## config.mk

```make
export PLATFORM = sky130hd
export DESIGN_NAME = muldiv_unit
export DESIGN_NICKNAME = d
export VERILOG_FILES = /design/src/rtl/muldiv_pkg.sv /design/src/rtl/muldiv_step.sv /design/src/rtl/muldiv_unit.sv
export SDC_FILE = /design/constraint.sdc
export NUM_CORES = 1
export LEC_CHECK = 0
export BUFFER_PORTS_ARGS = -buffer_cell sky130_fd_sc_hd__buf_2
export CAP_MARGIN = 10
export CORE_ASPECT_RATIO = 0.6
export CORE_UTILIZATION = 47
export CTS_BUF_LIST = sky130_fd_sc_hd__clkbuf_8
export DETAILED_ROUTE_END_ITERATION = 7
export GPL_TIMING_DRIVEN = 0
export PLACE_DENSITY = 0.68
export SYNTH_ARGS = -nofsm -noshare
export SYNTH_HDL_FRONTEND = slang
export SYNTH_SLANG_ARGS = --single-unit
```

## constraint.sdc

```tcl
create_clock -name clk -period 4.41 [get_ports clk]
set_input_delay 0.2205 -clock clk [delete_from_list [all_inputs] [get_ports clk]]
set_output_delay 0.2205 -clock clk [all_outputs]
set_load 0.1 [all_outputs]
```

## src/rtl/muldiv_pkg.sv

```systemverilog
// Shared encodings for the multiply/divide unit.
// Build option MULDIV_FAST_MUL_EN (see muldiv_unit) selects the single-cycle multiplier.
package muldiv_pkg;
    localparam int MD_ITERS = 32;

    localparam logic [1:0] OP_MULTU = 2'b00;
    localparam logic [1:0] OP_MULT  = 2'b01;
    localparam logic [1:0] OP_DIVU  = 2'b10;
    localparam logic [1:0] OP_DIV   = 2'b11;

    typedef enum logic [1:0] {
        ST_IDLE,
        ST_CALC,
        ST_FIX
    } md_state_t;
endpackage

```

## src/rtl/muldiv_step.sv

```systemverilog
// One radix-2 iteration: shift-add multiply or restoring-divide step.
// acc holds {product hi, multiplier} for multiply and {unused, dividend/quotient} for divide.
module muldiv_step #(
    parameter int W = 32
) (
    input  logic           is_div,
    input  logic [2*W-1:0] acc_i,
    input  logic [W:0]     rem_i,
    input  logic [W-1:0]   opnd,
    output logic [2*W-1:0] acc_o,
    output logic [W:0]     rem_o
);
    logic [W:0]   sum;
    logic [W:0]   shifted;
    logic [W+1:0] diff;
    logic         qbit;

    always_comb begin
        sum     = {1'b0, acc_i[2*W-1:W]} + (acc_i[0] ? {1'b0, opnd} : '0);
        shifted = {rem_i[W-1:0], acc_i[W-1]};
        diff    = {1'b0, shifted} - {2'b00, opnd};
        qbit    = ~diff[W+1];
        acc_o   = acc_i;
        rem_o   = rem_i;
        if (is_div) begin
            // restore on borrow: keep the shifted remainder, quotient bit 0
            rem_o = qbit ? diff[W:0] : shifted;
            acc_o = {acc_i[2*W-1:W], acc_i[W-2:0], qbit};
        end else begin
            acc_o = {sum, acc_i[W-1:1]};
        end
    end
endmodule

```

## src/rtl/muldiv_unit.sv

```systemverilog
// Multi-cycle MULT/MULTU/DIV/DIVU unit owning the HI/LO registers, with MTHI/MTLO writes.
// Define MULDIV_FAST_MUL_EN to multiply in one cycle (IDLE -> FIX); divide is unaffected.
module muldiv_unit
    import muldiv_pkg::*;
#(
    parameter int WIDTH = 32
) (
    input  logic             clk,
    input  logic             reset,
    input  logic             start,
    input  logic [1:0]       op,
    input  logic [WIDTH-1:0] A,
    input  logic [WIDTH-1:0] B,
    input  logic             hi_we,
    input  logic             lo_we,
    input  logic [WIDTH-1:0] wdata,
    output logic             busy,
    output logic             done,
    output logic [WIDTH-1:0] hi,
    output logic [WIDTH-1:0] lo
);
    localparam int W  = WIDTH;
    localparam int CW = $clog2(MD_ITERS);

    md_state_t      state, state_nx;
    logic [CW-1:0]  cnt;
    logic [1:0]     op_q;
    logic           neg_q, neg_r;
    logic [W-1:0]   opnd;
    logic [2*W-1:0] acc, acc_nx;
    logic [W:0]     rem, rem_nx;
    logic [W-1:0]   a_abs, b_abs;
    logic           fast_mul;
    logic [2*W-1:0] mprod, prod_s;
    logic [W-1:0]   quo, rmd;

    always_comb begin
        a_abs = (op[0] && A[W-1]) ? -A : A;
        b_abs = (op[0] && B[W-1]) ? -B : B;
    end

`ifdef MULDIV_FAST_MUL_EN
    assign fast_mul = ~op[1];
    assign mprod    = {{W{1'b0}}, opnd} * {{W{1'b0}}, acc[W-1:0]};
`else
    assign fast_mul = 1'b0;
    assign mprod    = acc;
`endif

    muldiv_step #(.W(W)) u_step (
        .is_div (op_q[1]),
        .acc_i  (acc),
        .rem_i  (rem),
        .opnd   (opnd),
        .acc_o  (acc_nx),
        .rem_o  (rem_nx)
    );

    always_comb begin
        prod_s = neg_q ? -mprod : mprod;
        quo    = neg_q ? -acc[W-1:0] : acc[W-1:0];
        rmd    = neg_r ? -rem[W-1:0] : rem[W-1:0];
    end

    always_ff @(posedge clk) begin
        if (reset) state <= ST_IDLE;
        else       state <= state_nx;
    end

    always_comb begin
        state_nx = state;
        case (state)
            ST_IDLE: if (start) state_nx = fast_mul ? ST_FIX : ST_CALC;
            ST_CALC: if (cnt == CW'(MD_ITERS - 1)) state_nx = ST_FIX;
            ST_FIX:  state_nx = ST_IDLE;
            default: state_nx = ST_IDLE;
        endcase
    end

    assign busy = (state != ST_IDLE);

    always_ff @(posedge clk) begin
        if (reset) begin
            cnt   <= '0;
            op_q  <= '0;
            neg_q <= 1'b0;
            neg_r <= 1'b0;
            opnd  <= '0;
            acc   <= '0;
            rem   <= '0;
            hi    <= '0;
            lo    <= '0;
            done  <= 1'b0;
        end else begin
            done <= 1'b0;
            case (state)
                ST_IDLE: begin
                    cnt <= '0;
                    if (start) begin
                        // multiply: opnd = multiplicand; divide: opnd = divisor
                        op_q  <= op;
                        neg_q <= op[0] & (A[W-1] ^ B[W-1]);
                        neg_r <= op[0] & A[W-1];
                        opnd  <= op[1] ? b_abs : a_abs;
                        acc   <= {{W{1'b0}}, (op[1] ? a_abs : b_abs)};
                        rem   <= '0;
                    end else begin
                        if (hi_we) hi <= wdata;
                        if (lo_we) lo <= wdata;
                    end
                end
                ST_CALC: begin
                    acc <= acc_nx;
                    rem <= rem_nx;
                    cnt <= cnt + 1'b1;
                end
                ST_FIX: begin
                    done <= 1'b1;
                    if (op_q[1]) begin
                        hi <= rmd;
                        lo <= quo;
                    end else begin
                        hi <= prod_s[2*W-1:W];
                        lo <= prod_s[W-1:0];
                    end
                end
                default: ;
            endcase
        end
    end
endmodule
```

==> results of run 1 <==
timing repair:
action,4_1_cts,5_1_grt
endpoints found under the hold margin,7,0
hold buffers,7,0
gates resized for setup,0,2
buffers inserted,0,0
setup endpoints to repair,0,10
cell usage after synthesis, types with 5 or more instances:
cell / number / area share [%]
a211oi_1: 96 / 4.6
a21o_1: 39 / 1.9
a21oi_1: 140 / 4.4
a221o_1: 5 / 0.32
a221oi_1: 10 / 0.56
a22o_1: 15 / 0.83
a22oi_1: 14 / 0.67
a311oi_1: 15 / 0.83
a31oi_1: 14 / 0.56
a32o_1: 7 / 0.44
a32oi_1: 14 / 0.78
and2_1: 9 / 0.36
and3_1: 10 / 0.40
buf_1: 20 / 0.48
buf_2: 7 / 0.22
clkbuf_1: 106 / 2.5
dfxtp_1: 203 / 26
ha_1: 70 / 5.6
inv_1: 67 / 1.6
mux2i_1: 91 / 5.8
nand2_1: 178 / 4.2
nand2b_1: 20 / 0.79
nand3_1: 16 / 0.51
nand3b_1: 7 / 0.33
nand4_1: 7 / 0.28
nor2_1: 218 / 5.2
nor2b_1: 9 / 0.36
nor3_1: 43 / 1.4
nor4_1: 11 / 0.44
o211ai_1: 31 / 1.5
o21a_1: 11 / 0.52
o21ai_0: 123 / 3.9
o21ai_1: 9 / 0.29
o21bai_1: 5 / 0.24
o22ai_1: 11 / 0.44
o31ai_1: 41 / 2.0
o31ai_2: 5 / 0.40
o41ai_1: 19 / 1.1
o41ai_2: 5 / 0.52
or2_2: 9 / 0.36
or3_1: 23 / 0.91
or4_1: 17 / 0.81
xnor2_1: 121 / 6.7
xor2_1: 77 / 4.3
metrics by stage:
stage,cells,setup WS [ps],area [µm²],power (W),hold slack (ps)
after global routing,2715,44.23,17940,0.005529,31.51
after floorplan,2031,1192,15770,0.003086,372.4
after detailed placement,2649,38.22,17180,0.003552,450.6
after CTS,2716,34.76,17930,0.005290,1.700
after global placement,2648,83.59,17170,0.003529,443.6
final,2715,260.9,17940,0.005349,18.75
cells in the final DEF, fill, tap and decap left out, types with 39 or more instances in the layout:
cell type,synthesis,layout
a211oi_1,96,96
a21o_1,39,39
a21oi_1,140,140
buf_2,7,175
clkbuf_1,106,105
clkbuf_8,0,42
dfxtp_1,203,203
ha_1,70,70
inv_1,67,79
mux2i_1,91,91
nand2_1,178,178
nor2_1,218,218
nor3_1,43,43
o21ai_0,123,123
o31ai_1,41,39
xnor2_1,121,121
xor2_1,77,77
registers in the layout, indices dropped and copies added (netlist names):
name	count
state	2
done	1
acc	64
cnt	5
op_q	1
neg_q	1
rem	32
neg_r	1
opnd	32
hi	32
lo	32
critical path, delay by kind of cell (launching register included):
kind / cells / cell delay (ps)
buffers and inverters: 2 / 440
flip-flops: 1 / 620
AO/OA/AOI/OAI: 8 / 2080
AND/OR/NAND/NOR: 2 / 570
adder cells (fa/ha/maj): 1 / 320
how the worst max path moves through the flow:
stage / startpoint / endpoint / slack, ps
3_3_place_gp: acc[0]$_SDFFE_PP0P_ / acc[61]$_SDFFE_PP0P_ / 80
4_1_cts: acc[0]$_SDFFE_PP0P_ / acc[61]$_SDFFE_PP0P_ / 30
3_5_place_dp: acc[0]$_SDFFE_PP0P_ / acc[61]$_SDFFE_PP0P_ / 40
5_1_grt: acc[0]$_SDFFE_PP0P_ / acc[61]$_SDFFE_PP0P_ / 40
6_report: acc[0]$_SDFFE_PP0P_ / acc[61]$_SDFFE_PP0P_ / 260
2_1_floorplan: acc[0]$_SDFFE_PP0P_ / acc[61]$_SDFFE_PP0P_ / 1190
cell type report:
class,instances,share of cell area [%]
multi-input cells,1625,60.93
flip-flops and latches,203,22.65
repair buffers,175,5.078
clock buffers,42,3.222
well taps,450,3.139
plain buffers,135,2.964
inverters,67,1.402
clock inverters,18,0.6068
report_power, final:
part	total [W]	switching, W	internal, W
clock	0.00178	0.000853	0.000924
combinational	0.00155	0.00109	0.000456
sequential	0.00202	0.0000926	0.00193
total	0.00535	0.00204	0.00331
cell families after synthesis:
group / Yosys count / synth area share, %
flip-flops: 203 / 25.77
AND/OR/NAND/NOR: 602 / 18.07
buffers and inverters: 203 / 4.990
XOR/XNOR: 198 / 11.00
adder cells (fa/ha/maj): 72 / 5.807
AO/OA/AOI/OAI: 659 / 28.38
multiplexers: 94 / 5.990
layer usage:
layer  routed length [µm]  up-vias  share of wire [%]
met1                29850     8038                 46
met2                23100     1091                 36
met4                 1505        0                2.3
met5                    0        -                  0
li1                     -     7872                  -
met3                 9948       92                 15
==> reports/results.ini, run 1 <==
[pwr]
vdd_drop_max_mv = 0.1934
leakagePower_nw = 7.194
power-per-cell-area_mw_per_mm2 = 298.2

[sta]
fin_setup_tns_ps = 0
max_freq_ghz = 0.2410
finalHoldViolCount = 0
rsz0062_at_grt = no
timing_worst_slew_pin_value_ps = 1185
setup_viol = 0
fin_crit_sh_pct = 94.08
fin_crit_ps = 4149
drv_slew = 0
skew_ps = 25.53
relSlewSlack_pct = 20.85

[critical_path]
cp_data_required_time_ps = 4860
crit_type = flop to flop
reg2reg_setup_slack_ps = 260
worst-path-max-fanout = 10
crit_path_top_delay_cell = dfxtp_1
start_kind = flop
r2r_end = acc[61]$_SDFFE_PP0P_
path_common_cell = a21oi_1
rr_worst_depth = 13
critPathArrivalTime_ps = 4600
cp-end-kind = flop
slowest_delay_ps = 620
regToRegStartpoint = acc[0]$_SDFFE_PP0P_
path_cells = inv_1 -> clkbuf_1 -> nor2_1 -> ha_1 -> a21o_1 -> a21oi_1 -> a21oi_1 -> o211ai_1 -> a31oi_1 -> o31ai_2 -> a211oi_1 -> or3_1 -> a32o_1

[grt]
grt_util_met3_pct = 14.12
grt_pass1_vias = 15105
gr-usage-met2_pct = 46.66
grt_max_degree = 11
grt_pass1_wl_um = 94450
grt.busiest_layer = met1
use_met1_pct = 55.83
antenna_found_initial = 0
gr-total-overflow = 0
track_usage_pct = 36.84

[floorplan]
die_w_um = 238.5
die_y_um = 143.9
initial_utilization_pct = 48.18
core_area_mm2 = 0.03274
dieArea_mm2 = 0.03432
rows = 51
ios = 169

[outcome]
status = complete, no violations

[place]
gp_congestion = 0.9773
io_buffers = 167
dpl.hpwl_um = 52060

[routing]
via_per_inst = 6.296
drcViolationCount = 0
vias = 17093
dr.pass1.iters = 5
ant_nets = 0
dr.first_iter.drc_count = 2107
post_drt_wl_per_cell_um = 23.72
routed_wl_um = 64410

[layout]
regArea_mm2 = 0.004064
multi_input_area_mm2 = 0.01093
fin_util_pct = 54.80
nets = 2418
antenna_cells = 0
fillers = 3167
drive_above_1_share_pct = 11.83
area_growth_pct = 13.74

[yosys]
syn_nets = 2206
synthFlopType = dfxtp_1
synthCells = 2031
syn_area_mm2 = 0.01577
synth_seq_area_share_pct = 25.77
synthArstFlopShare_pct = 0
synth-edff-count = 0
synth-seq-cells = 203
synth_cell_types = 82
syn_area_per_cell_um2 = 7.765
yosysWarnings = 0

[run]
drv_cap = 0

[cts]
cts_tree = built
clkSinkCount = 203
clock_latency_ps = 580
cts-root-buf = clkbuf_8
htreeDepth = 2
cts_made_buffers = 36
path_clk_slew_ps = 60
cts_buffer_depth = 3

[hold_path]
hold_path_depth = 3
holdCritStartpoint = wdata[17]
hp-class = primary input to flop
hold_end = hi[17]$_SDFFE_PP0P_

Note: power is estimated with default switching activity, not from simulation.
==> run 2, diff against run 1 <==
- ABC_AREA: not set -> 1
- CTS_CLUSTER_SIZE: not set -> 10
- PLACE_DENSITY: 0.68 -> 0.67
==> run 2 against run 1 <==
Net effect: the run now ends with design-rule violations left; fmax is 14% higher; highest routed layer unchanged; hold slack better by 3.8 ps; setup slack better by 490 ps; cell area is 20% higher; critical path depth is 3 higher.
==> reports/results.ini, run 2 <==
[outcome]
status = finished with violations
violations = design-rule violations

[cts]
clkSinkCount = 203  ; unchanged
cts_made_buffers = 34  ; -5.6%
hold_buffers = 34  ; +27
cts_buffer_depth = 3  ; unchanged
postCtsSetupBuffers = 0  ; unchanged
clock_latency_ps = 600  ; +20 ps
cts-root-buf = clkbuf_8
htreeDepth = 2  ; unchanged
cts_resized = 0  ; unchanged
path_clk_slew_ps = 70  ; about the same
cts_tree = built

[layout]
drive_above_1_share_pct = 9.656  ; -2.2 points
area_growth_pct = 13.42
fillers = 4138  ; +31%
antenna_cells = 0  ; unchanged
layout_common_cells = nand2_1, inv_1, nor2_1
regMostFlops = acc
largest_reg_flops = 64  ; unchanged
layout_commonest_cell = nand2_1
nets = 3725  ; +54%

[pwr]
power-per-cell-area_mw_per_mm2 = 285.4  ; -4.3%
vdd_drop_max_mv = 0.2627  ; +36%
leakagePower_nw = 10.96  ; +52%

[routing]
wl_met3_um = 14830  ; +49%
dr.pass1.iters = 8  ; +3
highest_layer = met4
via_per_inst = 5.968  ; -5.2%
routed_wl_um = 90120  ; +40%
wl_met1_um = 40570  ; +36%
post_drt_wl_per_cell_um = 22.01  ; -7.2%
drcViolationCount = 14  ; +14
vias = 24437  ; +43%
met2_length_um = 31480  ; +36%
ant_nets = 0  ; unchanged
dr.first_iter.drc_count = 3524  ; +67%

[sta]
fin_setup_tns_ps = 0  ; unchanged
skew_ps = 50.16  ; +24.63 ps
setup_viol = 0  ; unchanged
drv_slew = 0  ; unchanged
timing_worst_slew_pin_value_ps = 1003  ; -181.9 ps
fin_ws_ps = 755.4  ; +494.4 ps
relSlewSlack_pct = 33.14  ; +12 points
fin_crit_sh_pct = 82.87  ; -11 points
max_freq_ghz = 0.2736  ; +14%
finalHoldViolCount = 0  ; unchanged
rsz0062_at_grt = no
fin_crit_ps = 3655  ; -494.4 ps

[yosys]
yosysWarnings = 0  ; unchanged
synth_top_area_cell = dfxtp_1
ys_top_cells_by_area = dfxtp_1, nand2_1, nand3_1
synthCells = 3313  ; +63%
synthFlopType = dfxtp_1
synth_seq_area_share_pct = 21.43  ; -4.3 points
synth-edff-count = 0  ; unchanged
syn_area_mm2 = 0.01896  ; +20%
post-synth-top-count-cell = nand2_1
synthDominantCellAreaShare_pct = 21.43  ; -4.3 points
synth_cell_types = 55  ; -33%
synth-seq-cells = 203  ; unchanged
synthArstFlopShare_pct = 0  ; unchanged
synth_common_cells = nand2_1, inv_1, nor2_1
syn_nets = 3488  ; +58%
syn_area_per_cell_um2 = 5.724  ; -26%

[place]
dpl.hpwl_um = 74670  ; +43%
io_buffers = 167  ; unchanged
gp_congestion = 1.077  ; +10%
preCtsSetupSlack_ps = 1018  ; +979.6 ps

[floorplan]
die_w_um = 261.3  ; +9.6%
dieArea_mm2 = 0.04118  ; +20%
die_y_um = 157.6  ; +9.5%
core_area_mm2 = 0.03938  ; +20%
ios = 169  ; unchanged
initial_utilization_pct = 48.16  ; about the same
rows = 56  ; +9.8%

[critical_path]
slowest_delay_ps = 720  ; +100 ps
crit_path_top_delay_cell = o21ai_0
cp_data_required_time_ps = 4840  ; -20 ps
path_common_cell = nand2_1
crit_buf_inv = 3  ; +1
critPathArrivalTime_ps = 4080  ; -520 ps
r2r_end = acc[61]$_SDFFE_PP0P_
cp-end-kind = flop
crit_type = flop to flop
regToRegStartpoint = acc[0]$_SDFFE_PP0P_
path_cells = buf_2 -> clkbuf_1 -> nand2_1 -> inv_1 -> ha_1 -> nand2_1 -> o21ai_0 -> nand2_1 -> nand2_1 -> nand2_1 -> a21oi_1 -> nand2_1 -> nand2_1 -> nand2_1 -> nand3_1 -> a21oi_1
rr_worst_depth = 16  ; +3
worst-path-max-fanout = 10  ; unchanged
start_kind = flop
reg2reg_setup_slack_ps = 760  ; +490 ps
cp_top_family = compound AO/OA/AOI/OAI gates

[hold_path]
hold_path_depth = 5  ; +2
hold_end = hi[0]$_SDFFE_PP0P_
hp-class = primary input to flop
holdCritStartpoint = wdata[0]

[run]
drv_cap = 0  ; unchanged

[grt]
grt_max_degree = 11  ; unchanged
antenna_found_initial = 1  ; +1
grt_pass1_vias = 20706  ; +37%
grt_pass1_wl_um = 129500  ; +37%
track_usage_pct = 42.37  ; +5.5 points
gr-total-overflow = 0  ; unchanged

==> run 2: cell count changes after synthesis, moves of 91 or more <==
cell | previous run | this run
a211oi_1 | 96 | 2
a21oi_1 | 140 | 277
inv_1 | 67 | 383
mux2i_1 | 91 | 0
nand2_1 | 178 | 993
nand3_1 | 16 | 329
nor2_1 | 218 | 341
xnor2_1 | 121 | 30
==> run 2: report_power, final <==
| part | internal, W | leakage [nW] | total, W | switching, W |
|---|---|---|---|---|
| Sequential | 0.00193 | 1.66 | 0.00208 | 0.000151 |
| Combinational | 0.000577 | 8.91 | 0.00216 | 0.00159 |
| Clock | 0.000991 | 0.392 | 0.00189 | 0.000898 |
| Total | 0.00350 | 11.0 | 0.00614 | 0.00264 |
==> run 2: per-layer routing <==
metal	vias to the layer above	GRT usage, %
met3	163	12.42
met2	1806	52.78
met5	-	0
met4	0	14.31
met1	11127	65.98
li1	11341	-
==> run 2: stage by stage <==
stage | utilization [%] | cell area (µm²) | hold slack [ps] | cells | total power [W]
after floorplan | - | 18960 | 299.5 | 3313 | 0.003467
after global placement | 51.94 | 20450 | 449.7 | 4002 | 0.004145
after detailed placement | 51.94 | 20450 | 452.6 | 4002 | 0.004165
after CTS | 54.62 | 21510 | 10.81 | 4095 | 0.006032
after global routing | 54.62 | 21510 | 73.45 | 4095 | 0.006344
final | 54.62 | 21510 | 22.54 | 4095 | 0.006138
==> run 2: kinds of logic after synthesis <==
logic type	after synthesis	synth area share (%)
buffers and inverters	520	10.97
and+or+nand+nor	1808	40.56
AOI/OAI and AO/OA	636	18.79
DFF	203	21.43
adders and majority gates	72	4.830
xor gates and xnor gates	74	3.418
==> run 2: how the worst max path moves through the flow <==
stage                              startpoint                   end  slack (ps)  cells after the start
after global placement    acc[0]$_SDFFE_PP0P_  acc[61]$_SDFFE_PP0P_        1090                     16
after global routing      acc[0]$_SDFFE_PP0P_  acc[61]$_SDFFE_PP0P_         660                     16
after CTS                 acc[0]$_SDFFE_PP0P_  acc[61]$_SDFFE_PP0P_         980                     16
after detailed placement  acc[0]$_SDFFE_PP0P_  acc[61]$_SDFFE_PP0P_        1020                     16
final                     acc[0]$_SDFFE_PP0P_  acc[61]$_SDFFE_PP0P_         760                     16
after floorplan           acc[0]$_SDFFE_PP0P_  acc[55]$_SDFFE_PP0P_        2140                     16
==> run 2: worst min-delay path, stage by stage <==
cell	delay, ps
buf_2	100
inv_1	40
nor2_1	50
nor2_1	90
a21oi_1	70
==> run 2: layout make-up <==
cell class / instances / area, µm² / area share, %
clock buffer: 39 / 536.8 / 2.496
tap: 522 / 653.1 / 3.037
buffer: 122 / 575.6 / 2.676
timing repair buffer: 201 / 1176 / 5.468
inverter: 398 / 1504 / 6.992
multi-input combinational: 2590 / 12820 / 59.60
clock inverter: 20 / 178.9 / 0.8319
sequential: 203 / 4064 / 18.89
